File: config.mk
export PLATFORM = sky130hd
export DESIGN_NAME = mc_control
export DESIGN_NICKNAME = d
export VERILOG_FILES = /design/src/rtl/mc_pkg.sv /design/src/rtl/cond_logic.sv /design/src/rtl/mc_control.sv
export SDC_FILE = /design/constraint.sdc
export NUM_CORES = 1
export LEC_CHECK = 0
export BUFFER_PORTS_ARGS = -buffer_cell sky130_fd_sc_hd__clkbuf_2
export CAP_MARGIN = 0
export CORE_MARGIN = 5
export CORE_UTILIZATION = 25
export DETAILED_ROUTE_END_ITERATION = 7
export HOLD_SLACK_MARGIN = 0.06
export PLACE_DENSITY = 0.52
export SYNTH_ARGS = -nofsm -noshare
export SYNTH_HDL_FRONTEND = slang
export SYNTH_HIERARCHICAL = 1
export SYNTH_SLANG_ARGS = --single-unit
File: constraint.sdc
create_clock -name clk -period 2.23 [get_ports clk]
set_input_delay 0 -clock clk [delete_from_list [all_inputs] [get_ports clk]]
set_output_delay 0 -clock clk [all_outputs]
set_load 0.02 [all_outputs]
File: src/rtl/mc_pkg.sv
// Shared definitions for the multicycle controller: FSM state encoding,
// ALU operation codes, condition codes and the control-word layout.
package mc_pkg;

    typedef enum logic [3:0] {
        S_FETCH  = 4'd0,
        S_DECODE = 4'd1,
        S_MEMADR = 4'd2,
        S_MEMRD  = 4'd3,
        S_MEMWB  = 4'd4,
        S_MEMWR  = 4'd5,
        S_EXECR  = 4'd6,
        S_EXECI  = 4'd7,
        S_ALUWB  = 4'd8,
        S_BRANCH = 4'd9
    } state_e;

    typedef enum logic [2:0] {
        ALU_ADD = 3'b000,
        ALU_SUB = 3'b001,
        ALU_AND = 3'b010,
        ALU_ORR = 3'b011,
        ALU_EOR = 3'b100
    } alu_e;

    typedef enum logic [3:0] {
        COND_EQ = 4'b0000,
        COND_NE = 4'b0001,
        COND_CS = 4'b0010,
        COND_CC = 4'b0011,
        COND_MI = 4'b0100,
        COND_PL = 4'b0101,
        COND_VS = 4'b0110,
        COND_VC = 4'b0111,
        COND_HI = 4'b1000,
        COND_LS = 4'b1001,
        COND_GE = 4'b1010,
        COND_LT = 4'b1011,
        COND_GT = 4'b1100,
        COND_LE = 4'b1101,
        COND_AL = 4'b1110,
        COND_NV = 4'b1111
    } cond_e;

    // Instruction class (Op field)
    localparam logic [1:0] OP_DP  = 2'b00;
    localparam logic [1:0] OP_MEM = 2'b01;
    localparam logic [1:0] OP_BR  = 2'b10;

    // Data-processing command field Funct[4:1]
    localparam logic [3:0] CMD_AND = 4'b0000;
    localparam logic [3:0] CMD_EOR = 4'b0001;
    localparam logic [3:0] CMD_SUB = 4'b0010;
    localparam logic [3:0] CMD_ADD = 4'b0100;
    localparam logic [3:0] CMD_CMP = 4'b1010;
    localparam logic [3:0] CMD_ORR = 4'b1100;

    // Registered control word driven onto the datapath
    typedef struct packed {
        logic       pc_write;
        logic       mem_write;
        logic       reg_write;
        logic       ir_write;
        logic       adr_src;
        logic [1:0] alu_src_a;
        logic [1:0] alu_src_b;
        logic [1:0] result_src;
        logic [2:0] alu_control;
    } ctrl_t;

    // FETCH outputs: PC+4 through the ALU, written back to PC directly
    localparam ctrl_t CTRL_FETCH = '{
        pc_write:    1'b1,
        mem_write:   1'b0,
        reg_write:   1'b0,
        ir_write:    1'b1,
        adr_src:     1'b0,
        alu_src_a:   2'b01,
        alu_src_b:   2'b10,
        result_src:  2'b10,
        alu_control: 3'b000
    };

    // Map a data-processing command onto an ALU operation; CMP is a SUB
    function automatic logic [2:0] alu_decode(input logic [3:0] cmd);
        logic [2:0] alu;
        case (cmd)
            CMD_ADD: alu = ALU_ADD;
            CMD_SUB: alu = ALU_SUB;
            CMD_AND: alu = ALU_AND;
            CMD_ORR: alu = ALU_ORR;
            CMD_EOR: alu = ALU_EOR;
            CMD_CMP: alu = ALU_SUB;
            default: alu = ALU_ADD;
        endcase
        return alu;
    endfunction

endpackage

File: src/rtl/cond_logic.sv
// Condition-flag register, condition evaluation and the per-instruction
// CondExReg. The condition is judged once in DECODE against the flags as
// they stood then, so an instruction's own flag update cannot change it.
module cond_logic
    import mc_pkg::*;
(
    input  logic       clk,
    input  logic       reset,
    input  logic       cond_capture,
    input  logic       flag_load,
    input  logic [3:0] cond,
    input  logic [3:0] alu_flags,
    input  logic [2:0] alu_control,
    output logic       cond_ex_d,
    output logic       cond_ex_q
);

    logic [3:0] flags_d;
    logic [3:0] flags_q;
    logic       cond_met_s;
    logic       n_s;
    logic       z_s;
    logic       c_s;
    logic       v_s;

    assign {n_s, z_s, c_s, v_s} = flags_q;

    // Evaluate the condition field against the stored flags
    always_comb begin
        cond_met_s = 1'b0;
        case (cond)
            COND_EQ: cond_met_s = z_s;
            COND_NE: cond_met_s = ~z_s;
            COND_CS: cond_met_s = c_s;
            COND_CC: cond_met_s = ~c_s;
            COND_MI: cond_met_s = n_s;
            COND_PL: cond_met_s = ~n_s;
            COND_VS: cond_met_s = v_s;
            COND_VC: cond_met_s = ~v_s;
            COND_HI: cond_met_s = c_s & ~z_s;
            COND_LS: cond_met_s = ~(c_s & ~z_s);
            COND_GE: cond_met_s = (n_s == v_s);
            COND_LT: cond_met_s = (n_s != v_s);
            COND_GT: cond_met_s = ~z_s & (n_s == v_s);
            COND_LE: cond_met_s = ~(~z_s & (n_s == v_s));
            COND_AL: cond_met_s = 1'b1;
            default: cond_met_s = 1'b0;
        endcase
    end

    // Next flags: N,Z always on a load; C,V only for ADD/SUB-class ops
    always_comb begin
        flags_d = flags_q;
        if (flag_load) begin
            flags_d[3:2] = alu_flags[3:2];
            if (alu_control[2:1] == 2'b00) begin
                flags_d[1:0] = alu_flags[1:0];
            end else begin
                flags_d[1:0] = flags_q[1:0];
            end
        end else begin
            flags_d = flags_q;
        end
    end

    // CondExReg samples the verdict only while leaving DECODE
    always_comb begin
        if (cond_capture) begin
            cond_ex_d = cond_met_s;
        end else begin
            cond_ex_d = cond_ex_q;
        end
    end

    // Flag and condition registers with synchronous active-low reset
    always_ff @(posedge clk) begin
        if (!reset) begin
            flags_q   <= 4'b0000;
            cond_ex_q <= 1'b0;
        end else begin
            flags_q   <= flags_d;
            cond_ex_q <= cond_ex_d;
        end
    end

endmodule

File: src/rtl/mc_control.sv
// Multicycle controller: Moore FSM sequencing fetch/decode/execute, with the
// datapath control word registered alongside the state so every output is
// glitch-free for the whole state. ImmSrc/RegSrc follow Op combinationally.
module mc_control
    import mc_pkg::*;
(
    input  logic        clk,
    input  logic        reset,
    input  logic [19:0] Instr,
    input  logic [3:0]  ALUFlags,
    output logic        PCWrite,
    output logic        MemWrite,
    output logic        RegWrite,
    output logic        IRWrite,
    output logic        AdrSrc,
    output logic [1:0]  ALUSrcA,
    output logic [1:0]  ALUSrcB,
    output logic [1:0]  ResultSrc,
    output logic [1:0]  ImmSrc,
    output logic [1:0]  RegSrc,
    output logic [2:0]  ALUControl
);

    logic [3:0] cond_s;
    logic [1:0] op_s;
    logic [5:0] funct_s;
    logic [3:0] rd_s;
    logic [3:0] unused_rn_s;

    state_e     state_d;
    state_e     state_q;
    ctrl_t      ctrl_d;
    ctrl_t      ctrl_q;
    logic       reg_w_s;
    logic       mem_w_s;
    logic       branch_s;
    logic       cond_capture_s;
    logic       flag_load_s;
    logic       cond_ex_d_s;
    logic       cond_ex_q_s;

    // Instr carries IR[31:12]; Rn (IR[19:16]) is not needed here
    assign cond_s      = Instr[19:16];
    assign op_s        = Instr[15:14];
    assign funct_s     = Instr[13:8];
    assign unused_rn_s = Instr[7:4];
    assign rd_s        = Instr[3:0];

    assign cond_capture_s = (state_q == S_DECODE);
    assign flag_load_s    = ((state_q == S_EXECR) || (state_q == S_EXECI))
                            && cond_ex_q_s && funct_s[0];

    cond_logic u_cond (
        .clk          (clk),
        .reset        (reset),
        .cond_capture (cond_capture_s),
        .flag_load    (flag_load_s),
        .cond         (cond_s),
        .alu_flags    (ALUFlags),
        .alu_control  (ctrl_q.alu_control),
        .cond_ex_d    (cond_ex_d_s),
        .cond_ex_q    (cond_ex_q_s)
    );

    // Next-state sequencing of the instruction flow
    always_comb begin
        state_d = S_FETCH;
        case (state_q)
            S_FETCH:  state_d = S_DECODE;
            S_DECODE: begin
                case (op_s)
                    OP_MEM:  state_d = S_MEMADR;
                    OP_DP:   state_d = funct_s[5] ? S_EXECI : S_EXECR;
                    OP_BR:   state_d = S_BRANCH;
                    default: state_d = S_FETCH;
                endcase
            end
            S_MEMADR: state_d = funct_s[0] ? S_MEMRD : S_MEMWR;
            S_MEMRD:  state_d = S_MEMWB;
            S_EXECR:  state_d = S_ALUWB;
            S_EXECI:  state_d = S_ALUWB;
            default:  state_d = S_FETCH;
        endcase
    end

    // Control word for the state being entered, gated by the condition
    always_comb begin
        ctrl_d   = '0;
        reg_w_s  = 1'b0;
        mem_w_s  = 1'b0;
        branch_s = 1'b0;
        case (state_d)
            S_FETCH: ctrl_d = CTRL_FETCH;
            S_DECODE: begin
                ctrl_d.alu_src_a   = 2'b01;
                ctrl_d.alu_src_b   = 2'b10;
                ctrl_d.result_src  = 2'b10;
                ctrl_d.alu_control = ALU_ADD;
            end
            S_MEMADR: begin
                ctrl_d.alu_src_a   = 2'b00;
                ctrl_d.alu_src_b   = 2'b01;
                ctrl_d.alu_control = funct_s[3] ? ALU_ADD : ALU_SUB;
            end
            S_MEMRD: begin
                ctrl_d.adr_src    = 1'b1;
                ctrl_d.result_src = 2'b00;
            end
            S_MEMWB: begin
                ctrl_d.result_src = 2'b01;
                reg_w_s           = 1'b1;
            end
            S_MEMWR: begin
                ctrl_d.adr_src = 1'b1;
                mem_w_s        = 1'b1;
            end
            S_EXECR: begin
                ctrl_d.alu_src_a   = 2'b00;
                ctrl_d.alu_src_b   = 2'b00;
                ctrl_d.alu_control = alu_decode(funct_s[4:1]);
            end
            S_EXECI: begin
                ctrl_d.alu_src_a   = 2'b00;
                ctrl_d.alu_src_b   = 2'b01;
                ctrl_d.alu_control = alu_decode(funct_s[4:1]);
            end
            S_ALUWB: begin
                ctrl_d.result_src = 2'b00;
                reg_w_s           = (funct_s[4:1] != CMD_CMP);
            end
            S_BRANCH: begin
                ctrl_d.alu_src_a   = 2'b00;
                ctrl_d.alu_src_b   = 2'b01;
                ctrl_d.alu_control = ALU_ADD;
                ctrl_d.result_src  = 2'b10;
                branch_s           = 1'b1;
            end
            default: ctrl_d = CTRL_FETCH;
        endcase
        // A write to R15 through the register path is also a PC write
        ctrl_d.reg_write = reg_w_s & cond_ex_d_s;
        ctrl_d.mem_write = mem_w_s & cond_ex_d_s;
        ctrl_d.pc_write  = (state_d == S_FETCH)
                           | (cond_ex_d_s & (branch_s | (reg_w_s & (rd_s == 4'hF))));
    end

    // State and registered control word; reset lands in FETCH
    always_ff @(posedge clk) begin
        if (!reset) begin
            state_q <= S_FETCH;
            ctrl_q  <= CTRL_FETCH;
        end else begin
            state_q <= state_d;
            ctrl_q  <= ctrl_d;
        end
    end

    assign PCWrite    = ctrl_q.pc_write;
    assign MemWrite   = ctrl_q.mem_write;
    assign RegWrite   = ctrl_q.reg_write;
    assign IRWrite    = ctrl_q.ir_write;
    assign AdrSrc     = ctrl_q.adr_src;
    assign ALUSrcA    = ctrl_q.alu_src_a;
    assign ALUSrcB    = ctrl_q.alu_src_b;
    assign ResultSrc  = ctrl_q.result_src;
    assign ALUControl = ctrl_q.alu_control;

    assign ImmSrc = op_s;
    assign RegSrc = {(op_s == OP_MEM), (op_s == OP_BR)};

endmodule

Word-level counts from Yosys, hierarchy flattened
Index checks and enable logic that the tools add are counted.
{ "classes": {"n_bitwise": 14, "mul": 0, "addsub": 0, "div_mod_pow": 0, "n_eq_ne": 38, "n_mux": 16, "shift": 0, "n_reduce_logical": 18, "n_lt_le_gt_ge": 0} }
{ "ops": {"columns": ["cell", "count"], "rows": [
  ["$eq 4x4->1 const B", 12],
  ["$eq 4x3->1 const B", 10],
  ["$eq 4x2->1 const B", 7],
  ["$pmux 4 s5", 1],
  ["$eq 4x1->1 const B", 4],
  ["$logic_not 4->1", 4],
  ["$pmux 1 s15", 1],
  ["$pmux 3 s2", 2],
  ["$pmux 3 s4", 1],
  ["$pmux 4 s3", 1],
  ["$reduce_or 9->1", 1],
  ["$reduce_or 2->1", 4],
  ["$mux 1", 7],
  ["$and 1x1->1", 6],
  ["$not 1->1", 6],
  ["$reduce_or 6->1", 1],
  ["$reduce_or 5->1", 1],
  ["$logic_not 2->1", 2],
  ["$ne 4x4->1 const B", 1],
  ["$pmux 2 s2", 1],
  ["$mux 3", 1],
  ["$reduce_or 3->1", 1],
  ["$eq 2x1->1 const B", 1],
  ["$eq 2x2->1 const B", 1],
  ["other kinds (7)", 9]
]} }
{ "totals": {"mem_bits_ro": 0, "output_inout_bits": 18, "memories": 0, "latch_bits": 0, "ram_bits": 0, "register_bits": 23} }

Logic depth before layout (Yosys ltp)
Gate-level depths: netlist of run 1.
{ "logic_depth": {"word_depth": 9, "ltp_mapped": 11} }

Hierarchy
Netlist of run 1, hierarchy kept.
{ "modules_own_cells": {"columns": ["mod", "instances", "area_per_inst_um2", "cells_per_inst"], "rows": [
  ["mc_control", 1, 758.2, 85],
  ["cond_logic", 1, 431.7, 50]
]} }

Worst setup path before layout of run 1
Ideal clock, no wire load.
{ "synth_path": {"path_kind": "reg-to-reg", "from": "register state_q[2]", "to": "register ctrl_q (netlist bit PCWrite)", "arrival_time_ns": 1.809, "path_buffers": 1, "path_stages_with_launch": 12, "synth_period_minus_slack_ns": 1.938, "setup_slack_ns": 0.292, "t_required_ns": 2.101, "path_cell_list": "dfxtp_1 -> clkbuf_1 -> nor3_1 -> nor2b_1 -> a31oi_1 -> nand4_1 -> nor4_2 -> nor2_1 -> nand3b_1 -> a211oi_1 -> a32oi_1 -> o211ai_1"} }
{ "synth_via": {"word_cells_on_any_way": 19, "classes_between": "eq/ne (8); mux (4); bitwise (4); reduce/logical (3)"} }
{ "synth_rtl": {"columns": ["element", "line_no", "rtl"], "rows": [
  ["from (decl)", "mc_control.sv:31", "state_e state_q;"],
  ["from (signal assigned)", "mc_control.sv:153", "state_q <= state_d;"],
  ["$eq 4x1->1", "mc_control.sv:49", "assign cond_capture_s = (state_q == S_DECODE);"],
  ["net cond_capture_s", "mc_control.sv:37", "logic cond_capture_s;"],
  ["$mux 1", "cond_logic.sv:68", "if (cond_capture) begin"],
  ["net cond_ex_d_s", "mc_control.sv:39", "logic cond_ex_d_s;"],
  ["$and 1x1->1", "mc_control.sv:144", "| (cond_ex_d_s & (branch_s | (reg_w_s & (rd_s == 4'hF))));"],
  ["$or 1x1->1", "mc_control.sv:144", null],
  ["to (signal assigned)", "mc_control.sv:154", "ctrl_q <= ctrl_d;"],
  ["to (decl)", "mc_control.sv:33", "ctrl_t ctrl_q;"]
]} }
The timed path passes the listed nets, and every way through them passes these cells.
A chain may end at the register's enable or synchronous reset.

Worst setup path after layout of run 1
{ "layout_path": {"from": "register u_cond.flags_q[0]", "to": "register ctrl_q (netlist bit PCWrite)"} }
{ "layout_via": {"elab_chain_cells": 7, "word_cells_on_any_way": 9, "classes_between": "eq/ne (2); mux (2); bitwise (5)"} }
{ "layout_lines": {"columns": ["element", "line_no", "rtl"], "rows": [
  ["from (decl)", "cond_logic.sv:19", "logic [3:0] flags_q;"],
  ["from (signal assigned)", "cond_logic.sv:81", "flags_q <= flags_d;"],
  ["$eq 1x1->1", "cond_logic.sv:42, cond_logic.sv:44, cond_logic.sv:45", null],
  ["$and 1x1->1", "cond_logic.sv:44, cond_logic.sv:45", null],
  ["$not 1->1", "cond_logic.sv:45", "COND_LE: cond_met_s = ~(~z_s & (n_s == v_s));"],
  ["$pmux 1 s15 (*)", "cond_logic.sv:31", "case (cond)"],
  ["$mux 1 (*)", "cond_logic.sv:68", null],
  ["net cond_ex_d_s", "mc_control.sv:39", null],
  ["$and 1x1->1 (*)", "mc_control.sv:144", null],
  ["$or 1x1->1 (*)", "mc_control.sv:144", null]
]} }
Mark *: on every way through the listed nets, which the timed path passes. The rest lies on a longest branch.

==> results.md, run 1 <==
- Initial core utilization: 0.2553
- First-pass GRT wire length: between 4000 and 5000 microns
- 1st-iter DRT viols: 36
- Placed Cells: around 220
- GRT Overall Usage: 0.09914
- Vias in the first global route: between 1000 and 1500
- CTS sink cnt: 21
- Worst VDD drop: 191.5 uV
- Fmax: approximately 500 MHz
- Remaining global-route overflow: 0
- Buffer depth of the longest clock path: 2
- Unique masters post-synth: 47
- Ant. Diodes: 0
- Critical Path RT: 2420 ps
- Synth Area in XOR/XNOR: 0.04416
- # port buffers: 38
- Final setup vio count: 0
- Wirelength per Cell: 12.74 microns
- Flops & latches, synth: 21
- Core Util, Final: 0.3315
- Seq/Total Area, Yosys: 0.3533
- Die Footprint: 0.006239 sq mm
- Tmin final: approximately 2000 ps
- Initial antenna violation count: 0
- Post-Synthesis Cell Area: roughly 0.0012 sq mm
- P_sw: 238.7 uW
- Final Slew Violations: 0
- CTS tree: done
- Period utilisation layout: 0.8929
- Clk slew on worst S/H paths: roughly 80 ps
- Synth async-reset ratio: 0
- RSZ-0062 raised after global routing: no
- Vias per std cell: ~4.7
- Post-Synth Simple-Gate Area: 0.3344
- Synthesized net count: around 160
- Worst skew pair latency: about 260 ps
- Last element of the critical path: PCWrite$_SDFF_PN1_
- Final ANT Viol Nets: 0
- Avg Inst Size Synth: 8.814 sq um
- Die Y: ~80 microns
- Share of cells above drive strength 1: 0.3296
- WP data arrival: ~2200 ps
- Cell-internal power: 605.4 uW
- Post-synth top area cell: dfxtp_1
- Reg2Reg Capture Point: PCWrite$_SDFF_PN1_
- R2r worst-path depth: 9
- Clock power frac: 0.295
- Adder-Cell Fraction of Synth Area: 0
- Row count: 25
- Final hold vios: 0
- R2R Setup Slk: ~240 ps
- Setup TNS Final: 0 ps
- Startpoint types: flop
- FF-to-FF Start: u_cond/flags_q[0]$_SDFFE_PN0P_
- Most used DFF post-synth: dfxtp_1
- Mux share of post-synthesis cell area: 0.05152
- Leakage: about 0.65 nW
- Number of flops mapped to enable cells by yosys: 0
- Hold Crit Class: primary input to flop
- Core box area: around 0.0047 sq mm
- WL final: around 3000 microns
- Sw Share: 0.2828
- Final nets: 206
- Top cell type's share of synthesized area: 0.3533
- Max_cap viols: 0
- PwrDens: around 550 mW/mm^2
- Run status: finished clean
- CP Max Fanout: 5
- CP Launch Point: u_cond/flags_q[0]$_SDFFE_PN0P_
- Skew final: 2.365 ps
- Finished Layout Cells: approximately 230
- Largest family of logic cells by synthesized area: simple AND/OR/NAND/NOR gates
- H-tree level count: 1
- GPL Wtd Cong: roughly 0.76
- Syn Inst Count: around 140
- Critical Path End Type: flop
- Routed via count: 1099
- Synth area leaders: dfxtp_1, nor2_1, mux2i_1
- Sequential power share: 0.470
- Yosys warnings: 6
- Detailed placement HPWL: approximately 2200 microns
- Layout area overhead: 29.86%
- DRC Markers: 0
- Root Buffer: clkbuf_8
- I/O pins: 44
- Largest net degree at the start of global routing: 14
- DR pass1 iterations: 4
- TritonCTS buffer count: 3
- Combinational Power Share: 0.235
- Crit path kind: flop to flop
- Compound-Gate Fraction of Synth Area: 0.1325
- Die X: around 79 microns
- Post_cts resized: 0
==> state kept, by name, summed over array words and instances, names as in the netlist, 2 cells and up <==
signal and flops:
u_cond/flags_q 4, ALUControl 3, state_q 4, ResultSrc 2, ALUSrcB 2
==> power groups by stage <==
stage          logic, mW  registers [mW]  clock network, mW
3_3_place_gp       0.187           0.406                  0
3_5_place_dp       0.186           0.406                  0
4_1_cts            0.199           0.397              0.256
2_1_floorplan      0.115           0.418                  0
6_report           0.199           0.397              0.249
5_1_grt            0.218           0.399              0.277
==> area by class of cell <==
type / instances / area [sq um]
well taps: 54 / 67.56
clock buffers: 4 / 45.04
inverters: 3 / 11.26
multi-input cells: 98 / 673.1
flip-flops and latches: 21 / 420.4
fillers: 485 / 3115
repair buffers: 53 / 327.8
==> placed cells by master, fill, tap and decap left out, types with 2 or more instances in the layout <==
cell type,count
clkbuf_2,38
dfxtp_1,21
nor2_1,15
dlygate4sd3_1,10
nor2b_1,7
nor3_1,5
o21ai_0,5
mux2i_1,5
buf_4,5
nand4_1,4
nand2_1,4
nand3_1,4
xor2_1,4
inv_1,3
nand3b_1,3
a21oi_1,3
nor3b_1,3
clkbuf_8,3
nand2b_1,2
a31oi_1,2
or4_4,2
or3b_2,2
and2_1,2
a211oi_1,2
xnor2_1,2
==> worst min path at each step <==
stage                               endpoint       from  cells past startpoint  slack [ps]
floorplan              ALUSrcB[1]$_SDFF_PN1_      reset                      1          60
global placement         MemWrite$_SDFF_PN0_   Instr[8]                      2         260
detailed placement       MemWrite$_SDFF_PN0_   Instr[8]                      2         260
CTS                 ALUControl[2]$_SDFF_PN0_  Instr[15]                      2          80
global route        ALUControl[2]$_SDFF_PN0_  Instr[15]                      2         110
finish              ALUControl[2]$_SDFF_PN0_  Instr[15]                      2          70
==> timing repair <==
action | 4_1_cts | 5_1_grt
endpoints found under the setup margin | 0 | 1
hold buffers | 10 | 0
buffers inserted | 0 | 0
endpoints found under the hold margin | 8 | 0
==> synth_stat cells, types with 3 or more instances <==
cell	instances
nand2_1	4
nor3_1	5
a21oi_1	3
mux2i_1	5
nand3b_1	3
nor2b_1	7
inv_1	3
buf_4	5
o21ai_0	5
nand4_1	4
dfxtp_1	21
nand3_1	4
nor3b_1	3
clkbuf_1	4
xor2_1	4
nor2_1	15
==> critical path: stages, from the launching register on <==
cell      delay [ps]
dfxtp_1          370
xor2_1           180
or3_1            330
a211oi_2         260
nor4_2            80
nor2_1           180
nand3b_1          90
a211oi_1         230
a32oi_1           90
o211ai_1         100
==> cells by family after synthesis <==
| logic type | count (synthesis) |
|---|---|
| XOR/XNOR | 6 |
| AO/OA/AOI/OAI | 22 |
| multiplexers | 6 |
| flip-flops | 21 |
| buffers and inverters | 16 |
| AND/OR/NAND/NOR | 63 |
| other | 1 |
==> layer usage <==
layer | vias to the layer above | part of all wire | global-route usage
met3 | 4 | 0.043 | 0.01587
met5 | - | 0 | 0
met1 | 502 | 0.47 | 0.1378
met4 | 0 | 0.013 | 0.03093
met2 | 32 | 0.47 | 0.1566
li1 | 561 | - | -
==> per-stage QoR <==
stage | instance area [sq um] | worst slack, ps | hold slack, ps | total power, mW
detailed placement | 1400 | 169.6 | 261.5 | 0.5914
CTS | 1545 | 157.2 | 82.80 | 0.8523
finish | 1545 | 238.8 | 74.62 | 0.8441
global route | 1545 | 7.679 | 114.6 | 0.8942
global placement | 1400 | 200.7 | 263.7 | 0.5924
floorplan | 1190 | 292.1 | 61.94 | 0.5335
No activity file was read; power rests on OpenSTA's default activity.
==> inputs of run 2 (changes only) <==
--- a/config.mk
+++ b/config.mk
@@ -12,6 +12,7 @@
 export DETAILED_ROUTE_END_ITERATION = 7
 export HOLD_SLACK_MARGIN = 0.06
 export PLACE_DENSITY = 0.52
+export REMOVE_ABC_BUFFERS = 1
 export SYNTH_ARGS = -nofsm -noshare
 export SYNTH_HDL_FRONTEND = slang
 export SYNTH_HIERARCHICAL = 1
==> run 2 against run 1 <==
First-iteration DRC count decreased by 14%. Combinational power about the same. Wire length is 0.98% lower. Die area stayed put.
==> results.md, run 2 (synthesis results as in run 1) <==
- Share of cells above drive strength 1: 0.3483
- Slowest stage cell on the critical path: dfxtp_2
- Initial core utilization: 0.2553
- First-pass GRT wire length: roughly 5000 microns
- Wirelength per Cell: around 13 microns
- P_sw: 244.0 uW
- Row count: 25
- Vias per std cell: ~4.8
- Max_cap viols: 0
- Sequential power share: 0.470
- TritonCTS buffer count: 3
- FF-to-FF Start: u_cond/flags_q[0]$_SDFFE_PN0P_
- Hold path start: Instr[15]
- Clk slew on worst S/H paths: roughly 80 ps
- Crit path kind: flop to flop
- Leakage: approximately 0.65 nW
- Crit path top cell by count: a211oi_2
- DRC Markers: 0
- Worst VDD drop: around 180 uV
- Combinational Power Share: 0.236
- Routed via count: 1111
- WP data arrival: 2210 ps
- Final ANT Viol Nets: 0
- Core box area: roughly 0.0047 sq mm
- DR pass1 iterations: 4
- CP Launch Point: u_cond/flags_q[0]$_SDFFE_PN0P_
- Ant. Diodes: 0
- Initial antenna violation count: 0
- Most frequent cells in the layout: clkbuf_2, dfxtp_1, nor2_1, dlygate4sd3_1, nor2b_1
- Run status: finished clean
- Final hold vios: 0
- H-tree level count: 1
- Remaining global-route overflow: 0
- Fmax: 493.4 MHz
- Max-slew headroom: 0.6472
- GRT Overall Usage: 0.09713
- Buffer depth of the longest clock path: 2
- Hold Crit Class: primary input to flop
- Most common cell after layout, fill and taps aside: clkbuf_2
- Vias in the first global route: 1084
- Critical Path End Type: flop
- Tmin final: between 2000 and 2500 ps
- Pwr Total: 845.6 uW
- Final setup vio count: 0
- WL final: 2940 microns
- Die Footprint: roughly 0.0062 sq mm
- Largest net degree at the start of global routing: 14
- Final Slew Violations: 0
- Die Y: 78.99 microns
- Skew final: roughly 3.7 ps
- Top cell family by delay on the critical path: simple AND/OR/NAND/NOR gates
- Detailed placement HPWL: between 2000 and 2500 microns
- Worst Path Buf+Inv: 0
- Final nets: 205
- Worst skew pair latency: about 260 ps
- CP Max Fanout: 5
- CP cell instances: xor2_1 -> or3_1 -> a211oi_2 -> nor4_4 -> nor2_1 -> nand3b_1 -> a211oi_2 -> a32oi_1 -> o211ai_1
- Final hold slack: approximately 66 ps
- Sw Share: 0.2885
- PwrDens: roughly 540 mW/mm^2
- GPL Wtd Cong: between 0.7 and 0.8
- Slew @ Worst Pin: 522.1 ps
- Layout area overhead: 31.02%
- Cell-internal power: between 600 and 700 uW
- I/O pins: 44
- Clock power frac: 0.294
- Largest stage delay, worst path: between 300 and 400 ps
- 1st-iter DRT viols: 31
- Setup TNS Final: 0 ps
- # port buffers: 38
- Startpoint types: flop
- RSZ-0062 raised after global routing: no
- Die X: a little under 80 microns
- CTS tree: done
- Critical Path RT: approximately 2400 ps
- CTS sink cnt: 21
- Root Buffer: clkbuf_8
- Period utilisation layout: 0.9089
- Core Util, Final: 0.3345
==> run 2: area by class of cell <==
class                           instances  area (sq um)
Fill cell                             482          3102
Multi-Input combinational cell         98         691.9
Sequential cell                        21         421.7
Timing Repair Buffer                   52         320.3
Tap cell                               54         67.56
Clock buffer                            3         41.29
Inverter                                3         11.26
Clock inverter                          1         5.005
==> run 2: per-stage QoR <==
step / instance area (sq um) / setup slack, ps / std cells
6_report: 1559 / 203.2 / 232
3_5_place_dp: 1393 / 86.65 / 218
5_1_grt: 1559 / 27.15 / 232
4_1_cts: 1539 / 68.00 / 232
3_3_place_gp: 1393 / 159.6 / 218
2_1_floorplan: 1105 / 234.6 / 122
==> run 2: power by group through the flow <==
stage / clock network [mW] / registers [mW] / logic, mW
2_1_floorplan: 0 / 0.428 / 0.0798
3_3_place_gp: 0 / 0.406 / 0.182
3_5_place_dp: 0 / 0.406 / 0.181
4_1_cts: 0.255 / 0.397 / 0.195
5_1_grt: 0.277 / 0.399 / 0.219
6_report: 0.249 / 0.397 / 0.200
==> run 2: worst paths after layout <==
check / end / slack [ps] / cells after the start
min reg2reg: u_cond/flags_q[3]$_SDFFE_PN0P_ / 560 / 2
min: ALUControl[2]$_SDFF_PN0_ / 70 / 2
max reg2reg: PCWrite$_SDFF_PN1_ / 200 / 9
max: PCWrite$_SDFF_PN1_ / 200 / 9
==> run 2: timing repair <==
action / CTS / global route
setup endpoints to repair: 0 / 1
endpoints found under the hold margin: 8 / 0
buffers inserted: 0 / 0
resized for setup: 0 / 4
hold buffers: 10 / 0
==> run 2: metal layers <==
| layer | track usage | vias up | routed length [microns] | part of all wire |
|---|---|---|---|---|
| met5 | 0 | - | 0 | 0 |
| met2 | 0.1557 | 24 | 1340 | 0.46 |
| met3 | 0.01474 | 2 | 138 | 0.047 |
| met1 | 0.1297 | 522 | 1431 | 0.49 |
| li1 | - | 563 | - | - |
| met4 | 0.03952 | 0 | 29 | 0.0099 |
